<file path="src/rtl/script_pkg.sv">
// Shared script word format, opcodes and sequencer state codes.
// Field-extract helpers are also used by the downstream script analyser.
package script_pkg;

  localparam int unsigned WORD_W  = 16;
  localparam int unsigned PC_W    = 8;
  localparam int unsigned STATE_W = 3;

  localparam logic [2:0] OP_ACTION = 3'b001;
  localparam logic [2:0] OP_JUMP   = 3'b010;
  localparam logic [2:0] OP_WAIT   = 3'b011;
  localparam logic [2:0] OP_STATE  = 3'b100;

  localparam logic [1:0] FUN_00 = 2'b00;
  localparam logic [1:0] FUN_01 = 2'b01;

  localparam logic [STATE_W-1:0] ST_IDLE      = 3'd0;
  localparam logic [STATE_W-1:0] ST_FETCH     = 3'd1;
  localparam logic [STATE_W-1:0] ST_DECODE    = 3'd2;
  localparam logic [STATE_W-1:0] ST_ISSUE     = 3'd3;
  localparam logic [STATE_W-1:0] ST_WAIT_TIME = 3'd4;
  localparam logic [STATE_W-1:0] ST_WAIT_COND = 3'd5;
  localparam logic [STATE_W-1:0] ST_DONE      = 3'd6;

  typedef struct packed {
    logic [7:0] i_num;
    logic [2:0] i_sign;
    logic [1:0] fun;
    logic [2:0] op;
  } script_word_t;

  function automatic logic [7:0] f_i_num(input logic [WORD_W-1:0] w);
    script_word_t s;
    s = script_word_t'(w);
    return s.i_num;
  endfunction

  function automatic logic [2:0] f_i_sign(input logic [WORD_W-1:0] w);
    script_word_t s;
    s = script_word_t'(w);
    return s.i_sign;
  endfunction

  function automatic logic [1:0] f_fun(input logic [WORD_W-1:0] w);
    script_word_t s;
    s = script_word_t'(w);
    return s.fun;
  endfunction

  function automatic logic [2:0] f_op(input logic [WORD_W-1:0] w);
    script_word_t s;
    s = script_word_t'(w);
    return s.op;
  endfunction

endpackage

</file>
<file path="src/rtl/script_sequencer_if.sv">
// Issue channel from the sequencer to the script analyser; pc doubles as ROM address.
interface script_sequencer_if;
  import script_pkg::*;

  logic [PC_W-1:0]   pc;
  logic [WORD_W-1:0] instr;
  logic              instr_valid;
  logic              instr_ready;

  modport master (output pc, output instr, output instr_valid, input instr_ready);
  modport slave  (input pc, input instr, input instr_valid, output instr_ready);
endinterface

</file>
<file path="src/rtl/script_sequencer_wait_timer.sv">
// Timed-wait engine: tick prescaler feeding an 8-bit tick down-counter.
// expire_c_o flags the final cycle of a loaded i_num x TICK_CYCLES interval.
module wait_timer #(
  parameter int unsigned TICK_CYCLES = 100_000
) (
  input  logic       clk,
  input  logic       rst,
  input  logic       load_i,
  input  logic       abort_i,
  input  logic       en_i,
  input  logic [7:0] ticks_i,
  output logic       expire_c_o
);
  localparam int unsigned PW = (TICK_CYCLES > 1) ? $clog2(TICK_CYCLES) : 1;
  localparam logic [PW-1:0] PRESC_LAST = PW'(TICK_CYCLES - 1);

  logic [PW-1:0] presc_q, presc_d;
  logic [7:0]    ticks_q, ticks_d;
  logic          tick_end_c;

  assign tick_end_c = (presc_q == PRESC_LAST);
  assign expire_c_o = en_i && tick_end_c && (ticks_q == 8'd1);

  always_comb begin
    presc_d = presc_q;
    ticks_d = ticks_q;
    if (abort_i) begin
      presc_d = '0;
      ticks_d = '0;
    end else if (load_i) begin
      presc_d = '0;
      ticks_d = ticks_i;
    end else if (en_i && (ticks_q != 8'd0)) begin
      if (tick_end_c) begin
        presc_d = '0;
        ticks_d = ticks_q - 8'd1;
      end else begin
        presc_d = presc_q + PW'(1);
      end
    end
  end

  always_ff @(posedge clk) begin
    if (rst) begin
      presc_q <= '0;
      ticks_q <= '0;
    end else begin
      presc_q <= presc_d;
      ticks_q <= ticks_d;
    end
  end
endmodule

</file>
<file path="src/rtl/script_sequencer.sv">
// Script execution front end: owns the pc, fetches ROM words, resolves jumps and
// waits locally, and forwards action/state words to the analyser.
module script_sequencer
  import script_pkg::*;
#(
  parameter int unsigned TICK_CYCLES = 100_000
) (
  input  logic                clk,
  input  logic                rst,
  input  logic                script_mode,
  input  logic                start,
  input  logic [WORD_W-1:0]   script_data,
  input  logic [7:0]          feedback,
  script_sequencer_if.master  bus,
  output logic                busy,
  output logic                done
);
  logic [STATE_W-1:0] state_q, state_d;
  logic [PC_W-1:0]    pc_q, pc_d, pc_inc;
  logic [WORD_W-1:0]  instr_q, instr_d;
  logic [2:0]         sel_q, sel_d;
  logic               valid_q, busy_q, done_q;
  logic               tmr_load, tmr_abort, tmr_expire;

  assign pc_inc = pc_q + PC_W'(1);

  wait_timer #(.TICK_CYCLES(TICK_CYCLES)) u_wait_timer (
    .clk        (clk),
    .rst        (rst),
    .load_i     (tmr_load),
    .abort_i    (tmr_abort),
    .en_i       (state_q == ST_WAIT_TIME),
    .ticks_i    (f_i_num(script_data)),
    .expire_c_o (tmr_expire)
  );

  // Next-state logic; script_mode overrides every other transition.
  always_comb begin
    state_d   = state_q;
    pc_d      = pc_q;
    instr_d   = instr_q;
    sel_d     = sel_q;
    tmr_load  = 1'b0;
    tmr_abort = 1'b0;
    if (script_mode) begin
      state_d   = ST_IDLE;
      pc_d      = '0;
      tmr_abort = 1'b1;
    end else begin
      case (state_q)
        ST_IDLE: begin
          pc_d = '0;
          if (start) state_d = ST_FETCH;
        end
        ST_FETCH: state_d = ST_DECODE;
        ST_DECODE: begin
          // Unrecognised words fall through as a skip.
          state_d = ST_FETCH;
          pc_d    = pc_inc;
          if (script_data == '0) begin
            state_d = ST_DONE;
            pc_d    = pc_q;
          end else begin
            case (f_op(script_data))
              OP_ACTION, OP_STATE: begin
                instr_d = script_data;
                state_d = ST_ISSUE;
                pc_d    = pc_q;
              end
              OP_JUMP: begin
                if ((f_fun(script_data) == FUN_00 || f_fun(script_data) == FUN_01) &&
                    (feedback[f_i_sign(script_data)] ^ (f_fun(script_data) == FUN_01)))
                  pc_d = f_i_num(script_data);
              end
              OP_WAIT: begin
                if (f_fun(script_data) == FUN_00 && f_i_num(script_data) != 8'd0) begin
                  tmr_load = 1'b1;
                  state_d  = ST_WAIT_TIME;
                  pc_d     = pc_q;
                end else if (f_fun(script_data) == FUN_01) begin
                  sel_d   = f_i_sign(script_data);
                  state_d = ST_WAIT_COND;
                  pc_d    = pc_q;
                end
              end
              default: ;
            endcase
          end
        end
        ST_ISSUE: begin
          if (bus.instr_ready) begin
            pc_d    = pc_inc;
            state_d = ST_FETCH;
          end
        end
        ST_WAIT_TIME: begin
          if (tmr_expire) begin
            pc_d    = pc_inc;
            state_d = ST_FETCH;
          end
        end
        ST_WAIT_COND: begin
          if (feedback[sel_q]) begin
            pc_d    = pc_inc;
            state_d = ST_FETCH;
          end
        end
        ST_DONE: begin
          if (start) begin
            pc_d    = '0;
            state_d = ST_FETCH;
          end
        end
        default: begin
          state_d = ST_IDLE;
          pc_d    = '0;
        end
      endcase
    end
  end

  always_ff @(posedge clk) begin
    if (rst) begin
      state_q <= ST_IDLE;
      pc_q    <= '0;
      instr_q <= '0;
      sel_q   <= '0;
      valid_q <= 1'b0;
      busy_q  <= 1'b0;
      done_q  <= 1'b0;
    end else begin
      state_q <= state_d;
      pc_q    <= pc_d;
      instr_q <= instr_d;
      sel_q   <= sel_d;
      valid_q <= (state_d == ST_ISSUE);
      busy_q  <= (state_d != ST_IDLE) && (state_d != ST_DONE);
      done_q  <= (state_d == ST_DONE);
    end
  end

  assign bus.pc          = pc_q;
  assign bus.instr       = instr_q;
  assign bus.instr_valid = valid_q;
  assign busy            = busy_q;
  assign done            = done_q;
endmodule
</file>
<file path="src/flat_wrapper.sv">
// flat-port wrapper written by rule: the top's interface ports become plain ports
module script_sequencer_flat import script_pkg::*;
#(
  parameter int unsigned TICK_CYCLES = 100_000
)
  (clk, rst, script_mode, start, script_data, feedback, busy, done, bus_pc, bus_instr, bus_instr_valid, bus_instr_ready);
  script_sequencer_if bus_i ();
  input  logic clk;
  input  logic rst;
  input  logic script_mode;
  input  logic start;
  input  logic [WORD_W-1:0] script_data;
  input  logic [7:0] feedback;
  output logic busy;
  output logic done;
  output wire logic [$bits(bus_i.pc)-1:0] bus_pc;
  output wire logic [$bits(bus_i.instr)-1:0] bus_instr;
  output wire logic [$bits(bus_i.instr_valid)-1:0] bus_instr_valid;
  input wire logic [$bits(bus_i.instr_ready)-1:0] bus_instr_ready;
  assign bus_pc = bus_i.pc;
  assign bus_instr = bus_i.instr;
  assign bus_instr_valid = bus_i.instr_valid;
  assign bus_i.instr_ready = bus_instr_ready;
  script_sequencer #(.TICK_CYCLES(TICK_CYCLES)) u_core (.clk(clk), .rst(rst), .script_mode(script_mode), .start(start), .script_data(script_data), .feedback(feedback), .bus(bus_i), .busy(busy), .done(done));
endmodule
</file>
<file path="config.mk">
export PLATFORM = sky130hd
export DESIGN_NAME = script_sequencer_flat
export DESIGN_NICKNAME = d
export VERILOG_FILES = /design/src/rtl/script_pkg.sv /design/src/rtl/script_sequencer_if.sv /design/src/rtl/script_sequencer_wait_timer.sv /design/src/rtl/script_sequencer.sv /design/src/flat_wrapper.sv
export SDC_FILE = /design/constraint.sdc
export NUM_CORES = 1
export LEC_CHECK = 0
export CAP_MARGIN = 25
export CORE_ASPECT_RATIO = 0.7
export CORE_UTILIZATION = 57
export CTS_CLUSTER_SIZE = 25
export DETAILED_ROUTE_END_ITERATION = 10
export PLACE_DENSITY = 0.86
export SLEW_MARGIN = 20
export SYNTH_ARGS = -nofsm -noshare
export SYNTH_HDL_FRONTEND = slang
export SYNTH_SLANG_ARGS = --single-unit
</file>
<file path="constraint.sdc">
create_clock -name clk -period 4.6 [get_ports clk]
set_input_delay 1.38 -clock clk [delete_from_list [all_inputs] [get_ports clk]]
set_output_delay 1.38 -clock clk [all_outputs]
set_load 0.05 [all_outputs]
</file>
After elaboration in Yosys (flattened, before gate mapping)
Cells that the tools add are included.

storage, ports and cells
  flip-flop bits (word level) = 58
  bits of input ports = 29
  output and inout bits = 27
  logic and storage cells = 101

operators by class
  $add $sub $neg = 3
  order comparisons = 2
  equality and inequality tests = 24
  mux-type cells = 34
  bitwise operators = 5
  reductions and logical operators = 24

operators with widths
  operator                                             count
  two-way mux 8 bit                                    11
  one-hot mux 8 bit (6 select lines)                   1
  two-way mux 3 bit                                    8
  one-hot mux 8 bit (3 select lines)                   1
  one-hot mux 3 bit (6 select lines)                   1
  adder 17 x 1 -> 17 bit (second input constant)       1
  == test 17 bit (second input constant)               1
  two-way mux 17 bit                                   1
  zero test 16 bit                                     1
  nonzero test 8 bit                                   2
  == test 3 x 2 -> 1 bit (second input constant)       5
  == test 3 bit (second input constant)                5
  inequality test 3 bit (second input constant)        3
  AND reduction 9 bit                                  1
  adder 8 x 1 -> 8 bit (second input constant)         1
  == test 8 x 1 -> 1 bit (second input constant)       1
  < comparator 3 x 4 -> 1 bit (second input constant)  2
  two-way mux 1 bit                                    8
  inequality test 2 bit (second input constant)        4
  OR reduction 2 bit                                   4
  subtractor 8 x 1 -> 8 bit (second input constant)    1
  binary-select mux 1 bit (select 3 bit)               2
  == test 3 x 1 -> 1 bit (second input constant)       2
  logical AND 1 bit                                    6
  other kinds (14)                                     19

Longest topological paths before layout
Gate-level depths: netlist of the first run.

  depth in word-level cells = 9
  gate-level depth with buffers = 8
  mapped depth without buffers = 7

Cells and area by module
Synthesis of the first run repeated with hierarchy kept, for this count alone.

unflattened totals
  cells, all modules = 387
  area total of the unflattened synthesis = 3430.8 µm²

modules (own cells, without submodules)
  module            instances  cells each  area an instance (µm²)  sequential area each (µm²)
  script_sequencer  1          196         1858.0                  660.6
  wait_timer        1          191         1572.8                  500.5

Least setup slack after synthesis of the first run
Ideal clock, no wire load.

  path type = in2reg
  from = in script_data[8]
  to = reg u_core.pc_q[3] (netlist: u_core.bus.pc[3])
  library setup time = 0.123 ns
  arrival time = 3.064 ns
  required time = 4.477 ns
  path slack = 1.413 ns
  stages = 6
  path buffers = 0
  cell sequence = or4_1 > or4_4 > o211a_1 > and3_4 > o21ai_1 > o21ai_1

between the ends
  word-level cells in the longest chain between the ends = 4
  elaborated cells between the ends (all ways) = 6
  classes of those cells = eq/ne: 2; reduce/logical: 4

ends and longest elaborated chain
  what                             line                     source
  start, declared                  flat_wrapper.sv:12       input logic [WORD_W-1:0] script_data;
  nonzero test 8 bit               script_sequencer.sv:76   if (f_fun(script_data) == FUN_00 && f_i_num(script_data) != 8'd0) begin
  logical AND 1 bit                script_sequencer.sv:76
  inequality test 3 bit (no line)  n/a
  AND reduction 9 bit (no line) *  n/a
  end signal, assigned             script_sequencer.sv:133  pc_q <= pc_d;
  end, declared                    script_sequencer.sv:19   logic [PC_W-1:0] pc_q, pc_d, pc_inc;

Mark *: on every way between the ends. The rest lies on a longest branch, timed or not.
A chain may end at the register's enable or synchronous reset.

Worst setup path in the final report of the first run
  from = in script_data[13]
  to = reg u_core.pc_q[5] (netlist: u_core.bus.pc[5])

between the ends
  word-level cells in the longest chain between the ends = 4
  elaborated cells between the ends (all ways) = 10
  classes of those cells = eq/ne: 2; mux: 4; reduce/logical: 4

ends and longest elaborated chain
  what                                                                       line
  two-way mux 8 bit or nonzero test 8 bit (tied branches)                    script_sequencer.sv:71, script_sequencer.sv:76
  one-hot mux 8 bit (3 select lines) or logical AND 1 bit (tied branches)    script_sequencer.sv:64, script_sequencer.sv:76
  two-way mux 8 bit or inequality test 3 bit (tied branches)                 n/a
  one-hot mux 8 bit (6 select lines) or AND reduction 9 bit (tied branches)  n/a

Parallel ways exist; a longest one is shown, timed or not. The select of a mux whose other input is x is not followed.

==> impl_metrics.yaml, run 1 <==
routing:
  average_wire_length_per_cell_after_detail_routing_um: 16.43
  drt_first_pass_iters: 5
  drt_iter0_drcs: 338
  route.detailed.drc: 0
  post_drt_via_cell_ratio: 6.060
  detailroute.via_count: 3024
  wirelength_mm: 8.200
  detail-route-antenna-nets: 0
sta:
  grt_setup_unrepaired: "false"
  max_clock_freq_mhz: 276.1
  finalCritPeriodShare_pct: 78.73
  timing.final.setup_violations: 0
  tns_ns: 0
  minimum_clock_period_ns: 3.622
  slew-limit-headroom_pct: 46.50
  skew_ns: 0.01425
  measured_slew_at_the_worst_slew_check_pin_ns: 0.7963
  drv_slew: 0
  final_hold_viol_count: 0
  hold_slack_ns: 0.4575
min_path:
  hold_path_class: "flop to flop"
power_and_ir_drop:
  clockPowerShare_pct: 49.4
  intPower_mw: 0.9222
  pwr-share-comb_pct: 8.0
  vdd_drop_max_uv: 181.5
  p_leak_nw: 1.307
  share_of_total_power_consumed_by_net_switching_pct: 22.77
  report.power.total_mw: 1.194
  switching_power_mw: 0.2720
  power.density_cell_area_mw_per_mm2: 302.3
  power.sequential.fraction_pct: 42.6
synth:
  synth_enable_flop_cells: 0
  postSynthRegisterBits: 58
  synth_area_leaders: "sky130_fd_sc_hd__dfxtp_1 38%, sky130_fd_sc_hd__nand2_1 6.7%, sky130_fd_sc_hd__nor2_1 5.3%"
  synthArstFlopShare_pct: 0
  syn-instance-count: 367
  synth_cell_area_mm2: 0.003095
  avgSynthCellArea_um2: 8.435
  synth_top_area_cell: "sky130_fd_sc_hd__dfxtp_1"
  yosysWarnings: 0
  synth_fp_nets: 401
  synth.cells.most_frequent: "58 x sky130_fd_sc_hd__dfxtp_1, 55 x sky130_fd_sc_hd__nand2_1, 44 x sky130_fd_sc_hd__nor2_1"
  synth_flop_cell: "sky130_fd_sc_hd__dfxtp_1"
  netlist.area_leader.share_pct: 37.51
  synth_most_common_cell: "sky130_fd_sc_hd__dfxtp_1"
  synth_sequential_area_ratio_pct: 37.51
  post_synth_num_cell_types: 62
layout:
  num_antenna_cells: 0
  nFillCells: 387
  sequential_cell_area_mm2: 0.001161
  post-route-cell-area_mm2: 0.003950
  drive_gt1_share_pct: 9.368
  areaGrowthSynthToFinish_pct: 27.61
  multi_input_comb_area_mm2: 0.001841
  final_net_count: 456
global_routing:
  grt.total_usage_pct: 29.32
  grt_pass1_vias: 2723
  grt_first_pass_wirelength_mm: 13.19
  grt_overflow_total: 0
  antenna_found_initial: 0
  grt_max_degree: 22
placed_design:
  routabilityCongestion: 0.9030
  dpl-instance-area_mm2: 0.003699
  port_buffers: 55
  dpl.hpwl_mm: 5.751
clocking:
  cts_tree: "yes"
  cts-htree-levels: 3
  clk_pin_slew_worst_paths_ns: 0.07
  postCtsSetupBuffers: 0
  cts.repair.resized: 0
  holdBufCountCts: 0
  numCtsBuffers: 9
  clock_latency_ns: 0.35
  cts.sinks: 58
  cts_root_buf: "sky130_fd_sc_hd__clkbuf_8"
  clock_path_buffers: 2
critical_path:
  critical_path_class: "input pin to flop"
  regToRegSetupSlack_ns: 2.20
  startpoint_type: "input pin"
  rr_endpoint: "u_core.u_wait_timer.ticks_q[0]$_SDFFE_PP0P_"
  crit_fanout: 11
  worstPathRequired_ns: 4.82
  worst_ep_arrival_time_ns: 3.84
  endpoint_kind: "flop"
  worstSetupEndpoint: "u_core.bus.pc[5]$_SDFFE_PP0P_"
  critical-path-slowest-cell: "sky130_fd_sc_hd__or4_4"
  timing.reg2reg.worst_path_depth: 5
  crit-reg2reg-launch: "u_core.state_q[1]$_SDFF_PP0_"
  crit_chain: "clkdlybuf4s50_1, or4_4, o311a_1, a31oi_1, nand3_2, a311oi_1, o21ai_1"
  setup.worst_path.start: "script_data[13]"
  crit_path_max_incr_delay_ns: 0.57
flow_run:
  timing.max_cap.violations: 0
floorplanning:
  initial_utilization_pct: 59.19
  floorplan.rows: 22
  die_boundary_width_um: 90.08
  fp.coreArea_mm2: 0.005230
  dieHeight_um: 63.66
  fp.dieArea_mm2: 0.005734
  pin_count: 56
run_status:
  outcome: "complete, no violations"
-- stage by stage --
| step | util, % | worst slack [ns] | instances |
|---|---|---|---|
| floorplan | - | 1.413 | 367 |
| global placement | 70.72 | 0.7690 | 483 |
| detailed placement | 70.72 | 0.6939 | 483 |
| CTS | 75.53 | 1.028 | 499 |
| global route | 75.53 | 0.8898 | 499 |
| finish | 75.53 | 0.9784 | 499 |
-- worst min path at each step --
stage / to / depth (start not counted) / slack, ns / from
2_1_floorplan: u_core.u_wait_timer.presc_q[1]$_SDFFE_PP0P_ / 2 / 0.46 / u_core.u_wait_timer.presc_q[1]$_SDFFE_PP0P_
3_5_place_dp: u_core.bus.instr[3]$_SDFFE_PP0P_ / 2 / 0.45 / u_core.bus.instr[3]$_SDFFE_PP0P_
4_1_cts: u_core.bus.instr[3]$_SDFFE_PP0P_ / 2 / 0.46 / u_core.bus.instr[3]$_SDFFE_PP0P_
5_1_grt: u_core.bus.instr[3]$_SDFFE_PP0P_ / 2 / 0.47 / u_core.bus.instr[3]$_SDFFE_PP0P_
6_report: u_core.bus.instr[2]$_SDFFE_PP0P_ / 2 / 0.46 / u_core.bus.instr[2]$_SDFFE_PP0P_
3_3_place_gp: u_core.bus.instr[10]$_SDFFE_PP0P_ / 2 / 0.44 / u_core.bus.instr[10]$_SDFFE_PP0P_
-- registers in the layout, indices dropped and copies added, names as in the netlist --
signal and count:
u_core.u_wait_timer.presc_q 17, u_core.u_wait_timer.ticks_q 8, u_core.state_q 3, u_core.done 1, u_core.bus.pc 8, u_core.busy 1, u_core.bus.instr_valid 1, u_core.bus.instr 16
u_core.sel_q 3
-- metal layers --
metal / GRT usage [%] / vias up / part of all wire, %
met5: 0 / - / 0
met4: 9.677 / 0 / 1.5
met3: 7.005 / 16 / 8.1
met2: 43.61 / 128 / 43
met1: 41.57 / 1424 / 47
li1: - / 1456 / -
-- area by class of cell --
cell class	instances	share of cell area (%)
multi-input cells	287	46.59
well taps	72	2.281
inverters	7	0.6652
clock buffers	10	3.484
repair buffers	59	14.70
flip-flops and latches	58	29.39
clock inverters	6	2.882
-- cell families (layout without fill, tap and decap cells) --
kind of cell	Yosys count	after routing	synth area share, %
adders and majority gates	5	5	2.021
AOI/OAI and AO/OA	77	77	17.66
buffers and inverters	22	82	3.032
xor gates and xnor gates	16	16	4.770
and+or+nand+nor	177	177	29.91
muxes	12	12	5.093
DFF	58	58	37.51
-- critical path: cells and delay by family --
family | cells | cell delay, ns
AO/OA/AOI/OAI | 4 | 1.08
AND/OR/NAND/NOR | 2 | 0.84
buffers and inverters | 1 | 0.53
-- power by group through the flow --
stage          clock network [mW]  registers [mW]  logic, mW
2_1_floorplan                   0           0.526     0.0390
3_3_place_gp                    0           0.520     0.0909
3_5_place_dp                    0           0.520     0.0931
4_1_cts                     0.595           0.509     0.0936
5_1_grt                     0.617           0.509      0.101
6_report                    0.590           0.509     0.0958
-- cells in the final DEF, fill, tap and decap left out, types with 2 or more instances in the layout --
cell                               n
sky130_fd_sc_hd__clkdlybuf4s50_1  55
sky130_fd_sc_hd__nand3_1          10
sky130_fd_sc_hd__nor3_1           11
sky130_fd_sc_hd__a31oi_1           6
sky130_fd_sc_hd__inv_1             7
sky130_fd_sc_hd__clkinvlp_4        2
sky130_fd_sc_hd__o211ai_1          3
sky130_fd_sc_hd__a311oi_1          6
sky130_fd_sc_hd__a221oi_1          4
sky130_fd_sc_hd__o21ai_0           6
sky130_fd_sc_hd__mux4_2            3
sky130_fd_sc_hd__o211a_1           2
sky130_fd_sc_hd__mux2i_1           9
sky130_fd_sc_hd__and3_1            5
sky130_fd_sc_hd__dfxtp_1          58
sky130_fd_sc_hd__nor3b_1           2
sky130_fd_sc_hd__nand4_1           5
sky130_fd_sc_hd__xnor2_1           9
sky130_fd_sc_hd__ha_1              5
sky130_fd_sc_hd__or4_1             4
sky130_fd_sc_hd__a32o_1            6
sky130_fd_sc_hd__o21ai_1          11
sky130_fd_sc_hd__bufinv_16         3
sky130_fd_sc_hd__and2_1            2
sky130_fd_sc_hd__nor4_1            3
sky130_fd_sc_hd__a211oi_1          2
sky130_fd_sc_hd__or4_4             3
sky130_fd_sc_hd__o31ai_1           2
sky130_fd_sc_hd__clkbuf_8         10
sky130_fd_sc_hd__or2_2             2
sky130_fd_sc_hd__buf_4             4
sky130_fd_sc_hd__xor2_1            6
sky130_fd_sc_hd__nand2_1          55
sky130_fd_sc_hd__nor2b_1           6
sky130_fd_sc_hd__nor2_1           44
sky130_fd_sc_hd__nand4b_1          3
sky130_fd_sc_hd__nand3b_1          2
sky130_fd_sc_hd__or3_1             6
sky130_fd_sc_hd__a21oi_1          20
Power figures use the tool's default switching activity.
==> run 2, diff against run 1 <==
Settings changed: CORE_UTILIZATION 57 to 47, PLACE_DENSITY 0.86 to 0.76.
Clock period 4.6 ns to 2.9 ns, I/O delays scaled along.
==> run 2 against run 1 <==
Routed wire length is 5.8% higher. First-iteration DRC count is 36% lower. Setup slack worse by 0.92 ns. Combinational power is 86% higher. Sequential power is 59% higher. Non-clock buffer count is 28 higher. Total power is 52% higher. Cell count is 6.8% higher. Clock power is 40% higher. Register-to-register slack worse by 1.7 ns. Die area is 21% higher. Largest cell class unchanged.
==> impl_metrics.yaml, run 2 (same netlist as run 1, synthesis figures left out) <==
clocking:
  cts_tree: "yes"
  cts.sinks: 58
  clock_path_buffers: 2
  clk_pin_slew_worst_paths_ns: 0.07
  cts_root_buf: "sky130_fd_sc_hd__clkbuf_8"
  cts-htree-levels: 3
  clock_latency_ns: 0.34
  numCtsBuffers: 9
critical_path:
  worstPathRequired_ns: 3.12
  worst_ep_arrival_time_ns: 3.06
  crit_path_max_incr_delay_ns: 0.56
  critical-path-slowest-cell: "sky130_fd_sc_hd__or4_4"
  crit_fanout: 6
  critical_path_class: "input pin to flop"
  crit_chain: "clkdlybuf4s50_1, or4_4, or4_4, o211a_4, and3_4, o21ai_1, o21ai_1"
  startpoint_type: "input pin"
  timing.reg2reg.worst_path_depth: 6
  endpoint_kind: "flop"
routing:
  drt_first_pass_iters: 4
  wirelength_mm: 8.675
  detail-route-antenna-nets: 0
  route.detailed.drc: 0
  average_wire_length_per_cell_after_detail_routing_um: 16.28
  post_drt_via_cell_ratio: 5.899
  detailroute.via_count: 3144
  drt_iter0_drcs: 218
layout:
  leading_cell_type_in_the_layout_fill_and_taps_excluded: "sky130_fd_sc_hd__dfxtp_1"
  areaGrowthSynthToFinish_pct: 34.72
  num_antenna_cells: 0
  sequential_cell_area_mm2: 0.001161
  fraction_of_the_core_area_covered_by_cells_at_the_end_of_the_flow_pct: 66.13
  final_net_count: 484
  drive_gt1_share_pct: 15.60
  most-common-layout-cells: "58 x sky130_fd_sc_hd__dfxtp_1, 55 x sky130_fd_sc_hd__nand2_1, 52 x sky130_fd_sc_hd__clkdlybuf4s50_1"
  largest_register_ffs: 17
  max_flop_register: "u_core.u_wait_timer.presc_q"
  nFillCells: 493
  multi_input_comb_area_mm2: 0.001872
power_and_ir_drop:
  power.density_cell_area_mw_per_mm2: 433.9
  vdd_drop_max_uv: 338.4
  p_leak_nw: 1.453
flow_run:
  timing.max_cap.violations: 0
sta:
  timing.final.setup_violations: 0
  measured_slew_at_the_worst_slew_check_pin_ns: 0.8237
  minimum_clock_period_ns: 2.844
  finalCritPeriodShare_pct: 98.05
  grt_setup_unrepaired: "false"
  drv_slew: 0
  slew-limit-headroom_pct: 44.58
  skew_ns: 0.01098
  final_hold_viol_count: 0
  final.setup.worst_slack_ns: 0.05646
  max_clock_freq_mhz: 351.7
  tns_ns: 0
run_status:
  outcome: "complete, no violations"
placed_design:
  port_buffers: 55
  placement.setup.worst_slack_ns: -0.4061
  dpl.hpwl_mm: 6.304
  routabilityCongestion: 0.8823
global_routing:
  grt.total_usage_pct: 26.25
  grt_first_pass_wirelength_mm: 14.14
  antenna_found_initial: 0
  grt_max_degree: 20
  grt_overflow_total: 0
  grt_pass1_vias: 2878
floorplanning:
  die_boundary_width_um: 99
  fp.coreArea_mm2: 0.006306
  fp.dieArea_mm2: 0.006920
  floorplan.rows: 24
  dieHeight_um: 69.90
  initial_utilization_pct: 49.09
  pin_count: 56
min_path:
  hold_path_class: "flop to flop"
  hold_path_depth: 2
-- run 2: worst max-delay path: cells and delay by family --
family / cells / cell delay (ns)
simple gates: 3 / 1.29
compound gates: 3 / 0.47
buf+inv: 1 / 0.43
-- run 2: layout make-up --
class | count | share of cell area [%]
well taps | 78 | 2.340
repair buffers | 87 | 19.05
multi-input cells | 287 | 44.88
inverters | 7 | 0.6301
clock buffers | 11 | 3.390
clock inverters | 5 | 1.860
flip-flops and latches | 58 | 27.84
-- run 2: path summary, 6_finish.rpt --
path / slack [ns] / from / endpoint
worst max register to register: 0.53 / u_core.state_q[2]$_SDFF_PP0_ / u_core.u_wait_timer.presc_q[15]$_SDFFE_PP0P_
worst min-delay path: 0.45 / u_core.bus.instr[6]$_SDFFE_PP0P_ / u_core.bus.instr[6]$_SDFFE_PP0P_
worst max-delay path: 0.06 / script_data[13] / u_core.bus.pc[6]$_SDFFE_PP0P_
worst min register to register: 0.45 / u_core.bus.instr[6]$_SDFFE_PP0P_ / u_core.bus.instr[6]$_SDFFE_PP0P_
-- run 2: per-layer routing --
| metal | vias to the layer above | track usage (%) | share of wire, % |
|---|---|---|---|
| li1 | 1521 | - | - |
| met1 | 1472 | 38.90 | 48 |
| met2 | 139 | 37.37 | 43 |
| met3 | 12 | 5.806 | 7.4 |
| met4 | 0 | 8.789 | 1.1 |
| met5 | - | 0 | 0 |
-- run 2: timing repair --
item                                    in CTS  in global routing
endpoints found under the setup margin       8                  9
pin swaps                                    0                  1
setup buffers                                0                  1
hold buffers                                 0                  0
resized for setup                            4                  4
-- run 2: power breakdown --
part / total (mW) / internal, mW / leakage, nW / switching, mW
Combinational: 0.178 / 0.0870 / 0.876 / 0.0908
Clock: 0.824 / 0.504 / 0.109 / 0.320
Sequential: 0.807 / 0.801 / 0.468 / 0.00649
Total: 1.81 / 1.39 / 1.45 / 0.417
-- run 2: stage by stage --
stage               power, mW  cells  hold slack, ns  area (um2)
detailed placement     0.9953    516          0.4501        3909
floorplan              0.8958    367          0.4611        3095
CTS                     1.817    532          0.4604        4148
global route            1.872    533          0.4748        4170
global placement       0.9934    516          0.4444        3909
finish                  1.809    533          0.4545        4170
==> run 3, diff against run 2 <==
Settings changed: CORE_UTILIZATION 47 to 53, PLACE_DENSITY 0.76 to 0.81.
Clock period 2.9 ns to 3.05 ns, I/O delays scaled along.
==> run 3 against run 2 <==
The run now ends with negative setup slack left. Sequential cell count unchanged. Sequential share of layout area up 0.35 points. Utilization up 9.8 points. Combinational power down 4%. Critical path depth unchanged. Critical endpoint is now u_core.bus.pc[4]$_SDFFE_PP0P_. Highest routed layer unchanged.
==> impl_metrics.yaml, run 3 (same netlist as run 1, synthesis figures left out) <==
global_routing:
  grt_first_pass_wirelength_mm: 13.85
  grt_pass1_vias: 2811
  grt_max_degree: 20
  grt.total_usage_pct: 30.21
  antenna_found_initial: 0
  grt_overflow_total: 0
sta:
  timing.final.setup_violations: 1
  final_hold_viol_count: 0
  tns_ns: -0.03326
  slew-limit-headroom_pct: 45.66
  finalCritPeriodShare_pct: 101.1
  drv_slew: 0
  final.setup.worst_slack_ns: -0.03326
  skew_ns: 0.007316
  minimum_clock_period_ns: 3.083
  max_clock_freq_mhz: 324.3
  measured_slew_at_the_worst_slew_check_pin_ns: 0.8076
layout:
  final_net_count: 481
  post_layout_nonfiller_instances: 522
  num_antenna_cells: 0
  nFillCells: 388
  post-route-cell-area_mm2: 0.004119
  leading_cell_type_in_the_layout_fill_and_taps_excluded: "sky130_fd_sc_hd__dfxtp_1"
  sequential_cell_area_mm2: 0.001161
  max_flop_register: "u_core.u_wait_timer.presc_q"
  multi_input_comb_area_mm2: 0.001879
  most-common-layout-cells: "58 x sky130_fd_sc_hd__dfxtp_1, 55 x sky130_fd_sc_hd__nand2_1, 54 x sky130_fd_sc_hd__clkdlybuf4s50_1"
  drive_gt1_share_pct: 15.33
  fraction_of_the_core_area_covered_by_cells_at_the_end_of_the_flow_pct: 75.96
  largest_register_ffs: 17
  areaGrowthSynthToFinish_pct: 33.06
run_status:
  outcome: "finished with violations"
  violations: "negative setup slack"
critical_path:
  worstPathRequired_ns: 3.27
  regToRegSetupSlack_ns: 0.68
  crit_fanout: 6
  worst_ep_arrival_time_ns: 3.30
  startpoint_type: "input pin"
  endpoint_kind: "flop"
  critical_path_class: "input pin to flop"
routing:
  drt_first_pass_iters: 4
  detailroute.via_count: 3122
  drt_iter0_drcs: 213
  detail-route-antenna-nets: 0
  average_wire_length_per_cell_after_detail_routing_um: 16.65
  route.detailed.drc: 0
  wirelength_mm: 8.690
  post_drt_via_cell_ratio: 5.981
clocking:
  cts-htree-levels: 3
  holdBufCountCts: 0
  clock_latency_ns: 0.34
  clk_pin_slew_worst_paths_ns: 0.06
  postCtsSetupBuffers: 0
  cts_tree: "yes"
  numCtsBuffers: 9
  cts_root_buf: "sky130_fd_sc_hd__clkbuf_8"
  cts.sinks: 58
  clock_path_buffers: 2
placed_design:
  dpl.hpwl_mm: 6.519
  dpl-instance-area_mm2: 0.003886
  port_buffers: 55
  routabilityCongestion: 0.9240
  place.detailed.instances: 508
floorplanning:
  dieHeight_um: 65.94
  initial_utilization_pct: 57.08
  fp.dieArea_mm2: 0.006155
  die_boundary_width_um: 93.35
  fp.coreArea_mm2: 0.005423
  pin_count: 56
  floorplan.rows: 22
min_path:
  hold_path_class: "flop to flop"
power_and_ir_drop:
  vdd_drop_max_uv: 342.2
  p_leak_nw: 1.423
  power.density_cell_area_mw_per_mm2: 398.6
flow_run:
  timing.max_cap.violations: 0
## run 3: final timing paths
check                                                            startpoint                               end  depth (start not counted)
worst min-delay path                       u_core.bus.instr[2]$_SDFFE_PP0P_  u_core.bus.instr[2]$_SDFFE_PP0P_                          2
worst max register to register  u_core.u_wait_timer.ticks_q[3]$_SDFFE_PP0P_     u_core.bus.pc[5]$_SDFFE_PP0P_                          6
worst max-delay path                                         script_data[9]     u_core.bus.pc[4]$_SDFFE_PP0P_                          7
worst min register to register             u_core.bus.instr[2]$_SDFFE_PP0P_  u_core.bus.instr[2]$_SDFFE_PP0P_                          2
## run 3: final cells by class
cell class / instances / share of cell area, %
clock buffers: 11 / 3.676
flip-flops and latches: 58 / 28.19
well taps: 72 / 2.187
clock inverters: 3 / 0.9721
multi-input cells: 287 / 45.63
inverters: 7 / 0.6379
repair buffers: 84 / 18.71
## run 3: layer usage
layer  track usage [%]  wire (um)  up-vias
met1             44.48       4139     1452
met2             41.54       3605      145
met5                 0          0        -
li1                  -          -     1507
met3             7.356        770       18
met4             12.50        174        0
## run 3: report_power, final
part	switching, mW	internal, mW	total (mW)
Sequential	0.00617	0.762	0.768
Clock	0.295	0.409	0.704
Combinational	0.0867	0.0829	0.170
## run 3: timing repair
action	in CTS	in global routing
endpoints found under the hold margin	0	0
endpoints found under the setup margin	0	8
gates resized for setup	0	8
## run 3: critical path, cell delays in order
cell,delay [ns]
sky130_fd_sc_hd__clkdlybuf4s50_1,0.50
sky130_fd_sc_hd__or4_4,0.57
sky130_fd_sc_hd__or4_4,0.53
sky130_fd_sc_hd__o211a_1,0.28
sky130_fd_sc_hd__and3_4,0.22
sky130_fd_sc_hd__o21ai_1,0.19
sky130_fd_sc_hd__o21ai_1,0.10
## run 3: stage by stage
| step | hold slack (ns) | total power, mW | setup slack [ns] |
|---|---|---|---|
| 2_1_floorplan | 0.4611 | 0.8517 | 0.3283 |
| 3_5_place_dp | 0.4496 | 0.9459 | -0.2946 |
| 4_1_cts | 0.4585 | 1.638 | 0.009254 |
| 6_report | 0.4574 | 1.642 | -0.03326 |
| 5_1_grt | 0.4825 | 1.699 | -0.01712 |
| 3_3_place_gp | 0.4432 | 0.9442 | -0.2388 |
